==> src/rtl/tlc_pkg.sv <==
// Shared definitions for the crossroad lamp guard: lamp codes, direction
// indices, guard FSM states and failsafe cause codes.
package tlc_pkg;

    typedef logic [2:0] light_t;
    typedef light_t [3:0] lamp_set_t;   // index 0 = north, 1 = west, 2 = south, 3 = east

    localparam light_t RED = 3'b100;
    localparam light_t YEL = 3'b010;
    localparam light_t GRN = 3'b001;
    localparam light_t OFF = 3'b000;

    localparam lamp_set_t ALL_RED = {4{RED}};
    localparam lamp_set_t ALL_OFF = {4{OFF}};

    // Bit 2 set means "no active direction".
    typedef logic [2:0] dir_t;
    localparam dir_t DIR_N    = 3'd0;
    localparam dir_t DIR_W    = 3'd1;
    localparam dir_t DIR_S    = 3'd2;
    localparam dir_t DIR_E    = 3'd3;
    localparam dir_t DIR_NONE = 3'd4;

    typedef enum logic [1:0] {
        STARTUP = 2'd0,
        RUN     = 2'd1,
        CLEAR   = 2'd2,
        FAULT   = 2'd3
    } state_t;

    typedef enum logic [1:0] {
        CAUSE_NONE     = 2'b00,
        CAUSE_INVALID  = 2'b01,
        CAUSE_CONFLICT = 2'b10,
        CAUSE_BOTH     = 2'b11
    } cause_t;

endpackage

==> src/rtl/tlc_code_check.sv <==
// Combinational legality check of the four controller codes and
// identification of the single non-red (active) direction.
module tlc_code_check
    import tlc_pkg::*;
(
    input  lamp_set_t  codes,
    output logic       invalid,
    output logic       conflict,
    output logic       active_valid,
    output logic [1:0] active_dir
);

    logic [3:0] non_red;

    // NOTE: every output of a combinational block gets a default first, so no path leaves it unassigned and no latch is inferred.
    always_comb begin
        invalid    = 1'b0;
        non_red    = '0;
        active_dir = 2'd0;
        for (int i = 3; i >= 0; i--) begin
            if (codes[i] != RED && codes[i] != YEL && codes[i] != GRN) begin
                invalid = 1'b1;
            end
            non_red[i] = (codes[i] != RED);
            if (codes[i] != RED) begin
                active_dir = 2'(i);
            end
        end
    end

    assign conflict     = ($countones(non_red) > 1);
    assign active_valid = ($countones(non_red) == 1);

endmodule

==> src/rtl/tlc_lamp_guard.sv <==
// Registered output stage between the crossroad controller and the lamp
// drivers: all-red startup, all-red clearance on direction change, and a
// latched flashing-red failsafe on persistent illegal codes.
module tlc_lamp_guard
    import tlc_pkg::*;
#(
    parameter int unsigned STARTUP_CYC   = 8,
    parameter int unsigned CLEAR_CYC     = 2,
    parameter int unsigned FAULT_PERSIST = 2,
    parameter int unsigned BLINK_HALF    = 4
) (
    input  logic       clk,
    input  logic       rst,
    input  logic [2:0] north_light,
    input  logic [2:0] west_light,
    input  logic [2:0] south_light,
    input  logic [2:0] east_light,
    output logic [2:0] north_lamp,
    output logic [2:0] west_lamp,
    output logic [2:0] south_lamp,
    output logic [2:0] east_lamp,
    output logic       clearing,
    output logic       fault,
    output logic [1:0] fault_cause
);

    localparam int SW = $clog2(STARTUP_CYC) + 1;
    localparam int CW = $clog2(CLEAR_CYC) + 1;
    localparam int PW = $clog2(FAULT_PERSIST) + 1;
    localparam int BW = $clog2(BLINK_HALF) + 1;

    lamp_set_t lights;
    logic      invalid, conflict, active_valid, illegal, trip, run_eval;
    logic [1:0] active_dir;
    dir_t      in_dir;

    state_t    state_q, state_d;
    logic [SW-1:0] start_cnt_q, start_cnt_d;
    logic [CW-1:0] clr_cnt_q, clr_cnt_d;
    logic [PW-1:0] persist_q, persist_d;
    logic [BW-1:0] blink_q, blink_d;
    logic      blink_off_q, blink_off_d;
    dir_t      last_dir_q, last_dir_d;
    lamp_set_t lamps_q, lamps_d;
    logic      clearing_q, clearing_d;
    logic      fault_q, fault_d;
    cause_t    cause_q, cause_d;

    assign lights = {east_light, south_light, west_light, north_light};

    tlc_code_check u_check (
        .codes        (lights),
        .invalid      (invalid),
        .conflict     (conflict),
        .active_valid (active_valid),
        .active_dir   (active_dir)
    );

    assign illegal = invalid | conflict;
    assign trip    = illegal && (persist_q >= PW'(FAULT_PERSIST - 1));
    assign in_dir  = active_valid ? {1'b0, active_dir} : DIR_NONE;

    always_comb begin
        state_d     = state_q;
        start_cnt_d = start_cnt_q;
        clr_cnt_d   = clr_cnt_q;
        blink_d     = blink_q;
        blink_off_d = blink_off_q;
        last_dir_d  = last_dir_q;
        lamps_d     = lamps_q;
        clearing_d  = 1'b0;
        fault_d     = fault_q;
        cause_d     = cause_q;
        run_eval    = 1'b0;
        persist_d   = '0;
        if (illegal) begin
            persist_d = (persist_q == PW'(FAULT_PERSIST)) ? persist_q : persist_q + PW'(1);
        end

        if (state_q == FAULT) begin
            // Inputs are ignored; only the flash generator advances.
            persist_d = persist_q;
            if (blink_q == BW'(BLINK_HALF - 1)) begin
                blink_d     = '0;
                blink_off_d = ~blink_off_q;
            end else begin
                blink_d = blink_q + BW'(1);
            end
            lamps_d = blink_off_d ? ALL_OFF : ALL_RED;
        end else if (trip) begin
            state_d     = FAULT;
            fault_d     = 1'b1;
            cause_d     = cause_t'({conflict, invalid});
            blink_d     = '0;
            blink_off_d = 1'b0;
            lamps_d     = ALL_RED;
        end else begin
            unique case (state_q)
                STARTUP: begin
                    lamps_d = ALL_RED;
                    if (start_cnt_q == SW'(STARTUP_CYC - 1)) begin
                        state_d = RUN;
                    end else begin
                        start_cnt_d = start_cnt_q + SW'(1);
                    end
                end
                RUN: run_eval = 1'b1;
                CLEAR: begin
                    if (clr_cnt_q < CW'(CLEAR_CYC)) begin
                        clr_cnt_d  = clr_cnt_q + CW'(1);
                        clearing_d = 1'b1;
                        lamps_d    = ALL_RED;
                    end else begin
                        run_eval = 1'b1;
                    end
                end
                default: ;
            endcase

            // Illegal samples below the trip threshold leave the lamps held.
            if (run_eval) begin
                state_d = RUN;
                if (!illegal) begin
                    if (!active_valid || last_dir_q == DIR_NONE || in_dir == last_dir_q) begin
                        lamps_d = lights;
                        if (active_valid) begin
                            last_dir_d = in_dir;
                        end
                    end else begin
                        state_d    = CLEAR;
                        clr_cnt_d  = CW'(1);
                        clearing_d = 1'b1;
                        lamps_d    = ALL_RED;
                        last_dir_d = in_dir;
                    end
                end
            end
        end
    end

    // NOTE: state registers use non-blocking assignments so every flop samples the pre-edge values.
    always_ff @(posedge clk or posedge rst) begin
        if (rst) begin
            state_q     <= STARTUP;
            start_cnt_q <= '0;
            clr_cnt_q   <= '0;
            persist_q   <= '0;
            blink_q     <= '0;
            blink_off_q <= 1'b0;
            last_dir_q  <= DIR_NONE;
            lamps_q     <= ALL_RED;
            clearing_q  <= 1'b0;
            fault_q     <= 1'b0;
            cause_q     <= CAUSE_NONE;
        end else begin
            state_q     <= state_d;
            start_cnt_q <= start_cnt_d;
            clr_cnt_q   <= clr_cnt_d;
            persist_q   <= persist_d;
            blink_q     <= blink_d;
            blink_off_q <= blink_off_d;
            last_dir_q  <= last_dir_d;
            lamps_q     <= lamps_d;
            clearing_q  <= clearing_d;
            fault_q     <= fault_d;
            cause_q     <= cause_d;
        end
    end

    assign north_lamp  = lamps_q[0];
    assign west_lamp   = lamps_q[1];
    assign south_lamp  = lamps_q[2];
    assign east_lamp   = lamps_q[3];
    assign clearing    = clearing_q;
    assign fault       = fault_q;
    assign fault_cause = cause_q;

endmodule

==> config.mk <==
export PLATFORM = sky130hd
export DESIGN_NAME = tlc_lamp_guard
export DESIGN_NICKNAME = d
export VERILOG_FILES = /design/src/rtl/tlc_pkg.sv /design/src/rtl/tlc_code_check.sv /design/src/rtl/tlc_lamp_guard.sv
export SDC_FILE = /design/constraint.sdc
export NUM_CORES = 1
export LEC_CHECK = 0
export BUFFER_PORTS_ARGS = -buffer_cell sky130_fd_sc_hd__buf_2
export CAP_MARGIN = 20
export CORE_MARGIN = 3
export CORE_UTILIZATION = 42
export CTS_CLUSTER_DIAMETER = 40
export DETAILED_ROUTE_END_ITERATION = 12
export PLACE_DENSITY = 0.63
export SETUP_SLACK_MARGIN = 0.05
export SLEW_MARGIN = 20
export SYNTH_ARGS = -nofsm -noshare
export SYNTH_HDL_FRONTEND = slang
export SYNTH_SLANG_ARGS = --single-unit
==> constraint.sdc <==
create_clock -name clk -period 2.42 [get_ports clk]
set_input_delay 0.363 -clock clk [delete_from_list [all_inputs] [get_ports clk]]
set_output_delay 0.363 -clock clk [all_outputs]
set_load 0.05 [all_outputs]
# --- Word-level counts from Yosys, hierarchy flattened ---
# Cells that the tools add are included.
totals:
  elab_cells: 125
  regBits: 33
  inputBits: 14
  output_inout_bits: 16
classes:
  n_mux: 50
  addsub: 7
  bitwise_logic: 6
  n_lt_le_gt_ge: 3
  n_reduce_logical: 22
  n_eq_ne: 23
op_table:
  columns: ["op", "count"]
  rows:
  - ["$mux 12", 7]
  - ["$mux 2", 17]
  - ["$add 32x32->32", 1]
  - ["$eq 32x2->1 const B", 1]
  - ["$gt 32x2->1 const B", 1]
  - ["$pmux 12 s2", 1]
  - ["$mux 1", 18]
  - ["$mux 3", 6]
  - ["$ne 3x1->1 const B", 4]
  - ["$ne 3x2->1 const B", 4]
  - ["$ne 3x3->1 const B", 4]
  - ["$logic_and 1x1->1", 9]
  - ["$eq 2x2->1 const B", 3]
  - ["$reduce_and 2->1", 3]
  - ["$reduce_bool 3->1", 2]
  - ["$not 1->1", 5]
  - ["$reduce_and 5->1", 1]
  - ["$add 1x1->2", 2]
  - ["$add 2x1->2 const B", 2]
  - ["$add 4x1->4 const B", 1]
  - ["$eq 4x3->1 const B", 1]
  - ["$ne 2x2->1 const B", 2]
  - ["$reduce_and 4->1", 1]
  - ["$add 3x1->3 const B", 1]
  - ["13 further kinds", 14]

# --- Longest topological paths before layout ---
# Gate-level depths: netlist of run 1.
depth:
  depth_word: 14
  mapped_depth: 12
  depth_no_buf: 11

# --- Cells and area by module ---
# Synthesis of run 1 repeated with hierarchy kept, for this count alone.
hier_totals:
  cells_unflattened: 199
  area_unflattened_um2: 1929.4
by_module_without_submodules:
  columns: ["module", "area_each_um2", "seq_area_each_um2", "n_inst", "cells_per_inst"]
  rows:
  - ["tlc_lamp_guard", 1690.4, 832.0, 1, 166]
  - ["tlc_code_check", 239.0, 0.0, 1, 33]

# --- Least setup slack after synthesis of run 1 ---
# OpenSTA, ideal clock, no wires.
synth_path:
  path_kind: "input -> register"
  from: "in north_light[0]"
  to: "reg lamps_q (netlist bit east_lamp[0])"
  path_slack_ns: -1.004
  t_arrival_ns: 3.351
  n_path_buf: 1
  required_ns: 2.347
  path_stages: 11
  path_cell_list: "or3b_1 > buf_6 > ha_1 > ha_1 > fa_1 > or4b_1 > nor4_1 > a22oi_1 > a211oi_4 > a22oi_1 > nor2_1"
synth_lines:
  columns: ["item", "line", "rtl"]
  rows:
  - ["start: declaration", "tlc_lamp_guard.sv:14", "input logic [2:0] north_light,"]
  - ["end signal: assignment", "tlc_lamp_guard.sv:163", "lamps_q <= lamps_d;"]
  - ["end: declaration", "tlc_lamp_guard.sv:44", "lamp_set_t lamps_q, lamps_d;"]

==> results of run 1 <==
## sequential cells by signal, summed over array words and instances, names as in the netlist
name         cells
north_lamp       3
start_cnt_q      4
clr_cnt_q        2
persist_q        2
clearing         1
south_lamp       3
state_q          2
fault_cause      2
east_lamp        3
west_lamp        3
blink_q          3
fault            1
blink_off_q      1
last_dir_q       3
## how the worst max path moves through the flow
| stage | from | slack, ns | end | cells past startpoint |
|---|---|---|---|---|
| 6_report | north_light[1] | -0.53 | north_lamp[1] | 12 |
| 5_1_grt | north_light[1] | -0.69 | north_lamp[0] | 12 |
| 4_1_cts | north_light[1] | -0.51 | north_lamp[0] | 12 |
| 3_5_place_dp | north_light[1] | -0.97 | north_lamp[0] | 12 |
| 3_3_place_gp | north_light[1] | -0.94 | east_lamp[1] | 12 |
| 2_1_floorplan | north_light[1] | -0.83 | clr_cnt_q[1] | 11 |
## cell type report
type | instances | area, µm² | share of cell area (%)
flip-flops and latches | 33 | 832 | 29.7
repair buffers | 68 | 477 | 17.0
well taps | 52 | 65.1 | 2.32
inverters | 12 | 45.0 | 1.61
multi-input cells | 146 | 1300 | 46.2
clock buffers | 8 | 90.1 | 3.21
## where the power goes
part           leakage [nW]  switching, mW  total, mW  internal (mW)
clock network        0.0455          0.205      0.437          0.232
registers             0.400         0.0500      0.715          0.665
logic                 0.845          0.448      0.727          0.279
## routing by layer
metal | global-route usage, % | routed length (µm) | vias to the layer above
li1 | - | - | 854
met5 | 0 | 0 | -
met1 | 25.4 | 2410 | 828
met3 | 3.74 | 111 | 5
met2 | 30.9 | 2350 | 15
met4 | 6.72 | 53 | 0
## placed cells by master, fill, tap and decap left out, types with 6 or more instances in the layout
cell                       instances
sky130_fd_sc_hd__nor2_1           19
sky130_fd_sc_hd__buf_6             9
sky130_fd_sc_hd__nand2_1          14
sky130_fd_sc_hd__buf_4            32
sky130_fd_sc_hd__or3_1             6
sky130_fd_sc_hd__inv_1            12
sky130_fd_sc_hd__dfrtp_1          28
sky130_fd_sc_hd__clkbuf_8          6
sky130_fd_sc_hd__buf_2            27
sky130_fd_sc_hd__ha_1             13
sky130_fd_sc_hd__a22oi_1           7
## cells by family after synthesis
group           Yosys count  synth area share [%]
simple gates             75                  21.6
compound gates           48                  19.2
flops                    33                  41.6
fa+ha+maj                16                  10.4
buf+inv                  15                  3.25
mux                       4                  2.63
xor+xnor                  3                  1.31
## stage by stage
stage          setup WS, ns  setup TNS (ns)  util (%)  power, mW
5_1_grt              -0.691          -18.03      62.7       1.98
4_1_cts              -0.513          -13.75      61.0       1.88
2_1_floorplan        -0.834          -19.85         -       1.23
3_5_place_dp         -0.969          -25.86      56.8       1.41
6_report             -0.531          -14.35      62.7       1.88
3_3_place_gp         -0.937          -25.63      56.8       1.41
## worst max-delay path, cell delays in order
cell,delay [ns]
sky130_fd_sc_hd__buf_6,0.09
sky130_fd_sc_hd__or3b_4,0.40
sky130_fd_sc_hd__ha_4,0.23
sky130_fd_sc_hd__ha_4,0.15
sky130_fd_sc_hd__fa_1,0.46
sky130_fd_sc_hd__or4b_4,0.58
sky130_fd_sc_hd__nor4_4,0.16
sky130_fd_sc_hd__a22oi_2,0.16
sky130_fd_sc_hd__a211oi_4,0.24
sky130_fd_sc_hd__buf_6,0.17
sky130_fd_sc_hd__a22oi_2,0.06
sky130_fd_sc_hd__nor2_1,0.11
## what timing repair did
action | 4_1_cts | 5_1_grt
setup buffers | 7 | 2
resized for setup | 10 | 12
pin swaps | 9 | 7
setup endpoints to repair | 33 | 33
==> results.sh, run 1 <==
export IMPL_postSynthNetCount=224
export IMPL_antenna_cells_inserted=0
export IMPL_post_synth_edffs=0
export IMPL_worstMarginPinSlew_ns=0.457
export IMPL_timing_critical_path_to_type="register"
export IMPL_clk_latency_ns=0.29
export IMPL_ctsHtreeMaxLevel=2
export IMPL_grt_use_total_pct=19.1
export IMPL_detail_route_antenna_nets=0
export IMPL_final_area_um2=2810
export IMPL_avgViaCountPerCell=5.34
export IMPL_skew_ns=0.00983
export IMPL_cts_sinks=33
export IMPL_num_fill_cells=382
export IMPL_number_of_register_bits_inferred_by_synthesis=33
export IMPL_num_vias=1702
export IMPL_synth_seq_area_share_pct=41.6
export IMPL_ir_drop_uv=510
export IMPL_placeableCoreArea_um2=4470
export IMPL_synth_distinct_cells=54
export IMPL_core_rowCount=24
export IMPL_synthFlopType="sky130_fd_sc_hd__dfrtp_1"
export IMPL_nNetsFinal=296
export IMPL_syn2layout_area_growth_pct=40.3
export IMPL_cellPowerDensity_nw_per_um2=670
export IMPL_violations="negative setup slack"
export IMPL_worst_slew_margin_rel_pct=69.5
export IMPL_final_cells=319
export IMPL_tritoncts="done"
export IMPL_drtPass1Iterations=6
export IMPL_avg_cell_area_syn_um2=10.3
export IMPL_drc=0
export IMPL_max_cap_violations=0
export IMPL_type_of_the_worst_setup_path="input port to register"
export IMPL_worstReg2RegEnd="last_dir_q[1]"
export IMPL_finalHoldWorstSlack_ns=0.157
export IMPL_synthDominantAreaCellType="sky130_fd_sc_hd__dfrtp_1"
export IMPL_worstHoldPathType="input port to async pin"
export IMPL_timing_critical_path_arrival_ns=3.17
export IMPL_grt_start_max_net_pins=34
export IMPL_grt_overflow_total=0
export IMPL_startpoint_of_the_lowest_slack_register_to_register_path="state_q[0]"
export IMPL_start_kind="input port"
export IMPL_critPathMaxFanout=8
export IMPL_cts_hold_repair_buffers=0
export IMPL_routedWlPerCell_um=15.4
export IMPL_grt_pass1_vias=1739
export IMPL_clk_pin_slew_ns=0.07
export IMPL_tritoncts_num_buffers=5
export IMPL_clock_path_buffers=2
export IMPL_antenna_violations_before_repair=0
export IMPL_grt_setup_unrepaired="true"
export IMPL_hpwl_um=3570
export IMPL_synth_area_um2=2000
export IMPL_drt_total_wl_um=4920
export IMPL_synth_warning_count=0
export IMPL_postLayoutSetupSlackWorst_ns=-0.531
export IMPL_synth_common_cells="sky130_fd_sc_hd__dfrtp_1, sky130_fd_sc_hd__nor2_1, sky130_fd_sc_hd__ha_1, sky130_fd_sc_hd__nand2_1, sky130_fd_sc_hd__inv_1"
export IMPL_timing_final_crit_share_pct=122
export IMPL_die_area_um2=5620
export IMPL_synth_top_cells_by_area="sky130_fd_sc_hd__dfrtp_1, sky130_fd_sc_hd__ha_1, sky130_fd_sc_hd__dfstp_2, sky130_fd_sc_hd__nor2_1, sky130_fd_sc_hd__a22oi_1"
export IMPL_post_synth_inst_count=194
export IMPL_synth_most_common_cell="sky130_fd_sc_hd__dfrtp_1"
export IMPL_clock_tree_root_cell="sky130_fd_sc_hd__clkbuf_8"
export IMPL_wire_length_of_the_first_global_routing_pass_um=8120
export IMPL_final_hold_viol_count=0
export IMPL_dieWidth_um=75.0
export IMPL_setup_violations=33
export IMPL_placed_area_um2=2540
export IMPL_num_io_pins=30
export IMPL_timing_final_crit_period_ns=2.95
export IMPL_vertical_extent_of_the_die_um=75.0
export IMPL_start_util_pct=44.7
export IMPL_layout_drive_gt1_share_pct=46.1
export IMPL_dp_cells=302
export IMPL_status="finished, violations left"
export IMPL_dr_first_iter_drc_count=62
export IMPL_max_freq_ghz=0.339
export IMPL_number_of_input_and_output_port_buffers_inserted=29
export IMPL_p_leak_nw=1.29
export IMPL_gp_congestion=0.746
export IMPL_worst_ep_required_time_ns=2.64
export IMPL_report_final_slew_viol_count=0
export IMPL_ff2ff_setup_slack_ns=0.43
export IMPL_synth_async_reset_ratio_pct=100
export IMPL_synth_largest_type_area_fraction_pct=35.0
export IMPL_ff2ff_path_depth=7
Note: power is estimated with default switching activity, not from simulation.
==> run 2: changes to the inputs <==
==> constraint.sdc (replaced) <==
create_clock -name clk -period 2.42 [get_ports clk]
set_input_delay 0.121 -clock clk [delete_from_list [all_inputs] [get_ports clk]]
set_output_delay 0.121 -clock clk [all_outputs]
set_load 0.05 [all_outputs]
==> results.sh, run 2 (same netlist as run 1, synthesis figures left out) <==
export IMPL_final_cells=320
export IMPL_ctsHtreeMaxLevel=2
export IMPL_drtPass1Iterations=4
export IMPL_final_common_cell="sky130_fd_sc_hd__buf_4"
export IMPL_worst_slew_margin_rel_pct=56.3
export IMPL_worst_ep_required_time_ns=2.59
export IMPL_max_cap_violations=0
export IMPL_tritoncts_num_buffers=5
export IMPL_clock_power_share_pct=21.9
export IMPL_worstHoldPathType="input port to register"
export IMPL_worstReg2RegEnd="east_lamp[2]"
export IMPL_max_ffs_per_register=4
export IMPL_ir_drop_uv=576
export IMPL_ff2ff_path_depth=9
export IMPL_number_of_input_and_output_port_buffers_inserted=29
export IMPL_gp_congestion=0.742
export IMPL_start_kind="input port"
export IMPL_tritoncts="done"
export IMPL_grt_start_max_net_pins=18
export IMPL_grt_use_total_pct=18.8
export IMPL_worstPathBufferInverterCount=2
export IMPL_postLayoutSetupSlackWorst_ns=-0.322
export IMPL_finalPower_mw=1.88
export IMPL_grt_setup_unrepaired="true"
export IMPL_vertical_extent_of_the_die_um=75.0
export IMPL_clock_tree_root_cell="sky130_fd_sc_hd__clkbuf_8"
export IMPL_placeableCoreArea_um2=4470
export IMPL_num_io_pins=30
export IMPL_num_vias=1708
export IMPL_endpoint="west_lamp[0]"
export IMPL_dp_cells=302
export IMPL_clk_pin_slew_ns=0.07
export IMPL_status="finished, violations left"
export IMPL_syn2layout_area_growth_pct=42.1
export IMPL_timing_final_crit_share_pct=113
export IMPL_start_util_pct=44.7
export IMPL_final_hold_viol_count=0
export IMPL_startpoint_of_the_lowest_slack_register_to_register_path="state_q[0]"
export IMPL_antenna_cells_inserted=0
export IMPL_timing_final_crit_period_ns=2.74
export IMPL_final_area_um2=2840
export IMPL_commonest_cells_after_routing_fill_and_taps_aside="sky130_fd_sc_hd__buf_4, sky130_fd_sc_hd__dfrtp_1, sky130_fd_sc_hd__buf_2, sky130_fd_sc_hd__nor2_1, sky130_fd_sc_hd__nand2_1"
export IMPL_switching_share_pct=38.1
export IMPL_worstSetupStartpoint="north_light[1]"
export IMPL_grt_overflow_total=0
export IMPL_routedWlPerCell_um=15.5
export IMPL_placed_area_um2=2540
export IMPL_finalCoreUtilization_pct=63.5
export IMPL_worst_path_largest_cell_delay_ns=0.58
export IMPL_grt_pass1_vias=1705
export IMPL_type_of_the_worst_setup_path="input port to register"
export IMPL_nNetsFinal=297
export IMPL_violations="negative setup slack"
export IMPL_layout_drive_gt1_share_pct=48.1
export IMPL_cp_top_family="simple AND/OR/NAND/NOR gates"
export IMPL_cts_sinks=33
export IMPL_share_seq_of_total_power_pct=38.5
export IMPL_drt_total_wl_um=4950
export IMPL_num_fill_cells=365
export IMPL_worst_path_max_delay_cell="sky130_fd_sc_hd__or4b_4"
export IMPL_clock_path_buffers=2
export IMPL_worstMarginPinSlew_ns=0.655
export IMPL_share_comb_of_total_power_pct=39.6
export IMPL_timing_critical_path_arrival_ns=2.91
export IMPL_cp_num_cells=12
export IMPL_avgViaCountPerCell=5.34
export IMPL_core_rowCount=24
export IMPL_max_freq_ghz=0.365
export IMPL_worstPathCellList="buf_6, or3b_4, ha_4, ha_4, fa_1, or4b_4, a211oi_2, o31a_2, a211oi_4, buf_6, a22oi_1, nor2_1"
export IMPL_timing_critical_path_to_type="register"
export IMPL_setup_violations=30
export IMPL_antenna_violations_before_repair=0
export IMPL_p_leak_nw=1.30
export IMPL_dieWidth_um=75.0
export IMPL_skew_ns=0.00988
export IMPL_hpwl_um=3700
export IMPL_multiInputGateArea_um2=1320
export IMPL_ff2ff_setup_slack_ns=0.37
export IMPL_registers_top_by_ff_count="start_cnt_q"
export IMPL_wire_length_of_the_first_global_routing_pass_um=8050
export IMPL_critPathMaxFanout=8
export IMPL_die_area_um2=5620
export IMPL_report_final_slew_viol_count=0
export IMPL_cellPowerDensity_nw_per_um2=660
export IMPL_detail_route_antenna_nets=0
export IMPL_seqCellArea_um2=832
export IMPL_switching_power_mw=0.715
export IMPL_dr_first_iter_drc_count=67
export IMPL_cell_internal_pwr_mw=1.16
export IMPL_drc=0
export IMPL_clk_latency_ns=0.29
[run 2: how the worst min path moves through the flow]
stage / from / end / slack [ns] / cells past startpoint
after floorplan: rst / blink_off_q / 0.25 / 1
after global placement: rst / fault / 0.25 / 2
after detailed placement: rst / fault / 0.26 / 2
after CTS: north_light[1] / north_lamp[1] / 0.19 / 4
after global routing: north_light[0] / north_lamp[0] / 0.20 / 4
final: north_light[0] / north_lamp[0] / 0.19 / 4
[run 2: cell type report]
cell class              instances  area share [%]
multi-input cells             146            46.4
inverters                      12            1.59
well taps                      52            2.29
flip-flops and latches         33            29.3
clock inverters                 3           0.616
clock buffers                   5            2.42
repair buffers                 69            17.4
[run 2: power groups by stage]
stage          registers [mW]  logic, mW  clock network (mW)
3_5_place_dp            0.726      0.690                   0
2_1_floorplan           0.872      0.361                   0
4_1_cts                 0.717      0.721               0.426
6_report                0.722      0.743               0.411
3_3_place_gp            0.724      0.686                   0
5_1_grt                 0.734      0.801               0.447
[run 2: metal layers]
metal	vias to the layer above	GRT usage (%)	wire, µm
li1	847	-	-
met1	833	25.9	2410
met2	22	29.6	2350
met3	6	3.20	138
met4	0	6.72	52
met5	-	0	0
[run 2: tightest hold or removal path: cells and delay by family]
kind,cells,cell delay (ns)
buffers and inverters,2,0.18
AOI/OAI and AO/OA,1,0.05
and+or+nand+nor,1,0.08
[run 2: what timing repair did]
action                     4_1_cts  5_1_grt
hold endpoints to repair        15        0
pin swaps                       10        9
setup endpoints to repair       32       33
hold buffers                     1        0
buffers inserted                 8        2
gates cloned                     0        0
gates resized for setup         12       16
[run 2: through the flow]
stage	TNS (ns)	hold slack (ns)	worst slack (ns)
after floorplan	-11.87	0.246	-0.592
after global placement	-17.62	0.254	-0.694
after detailed placement	-18.03	0.261	-0.752
after CTS	-5.61	0.186	-0.272
after global routing	-10.25	0.202	-0.436
final	-6.90	0.186	-0.322
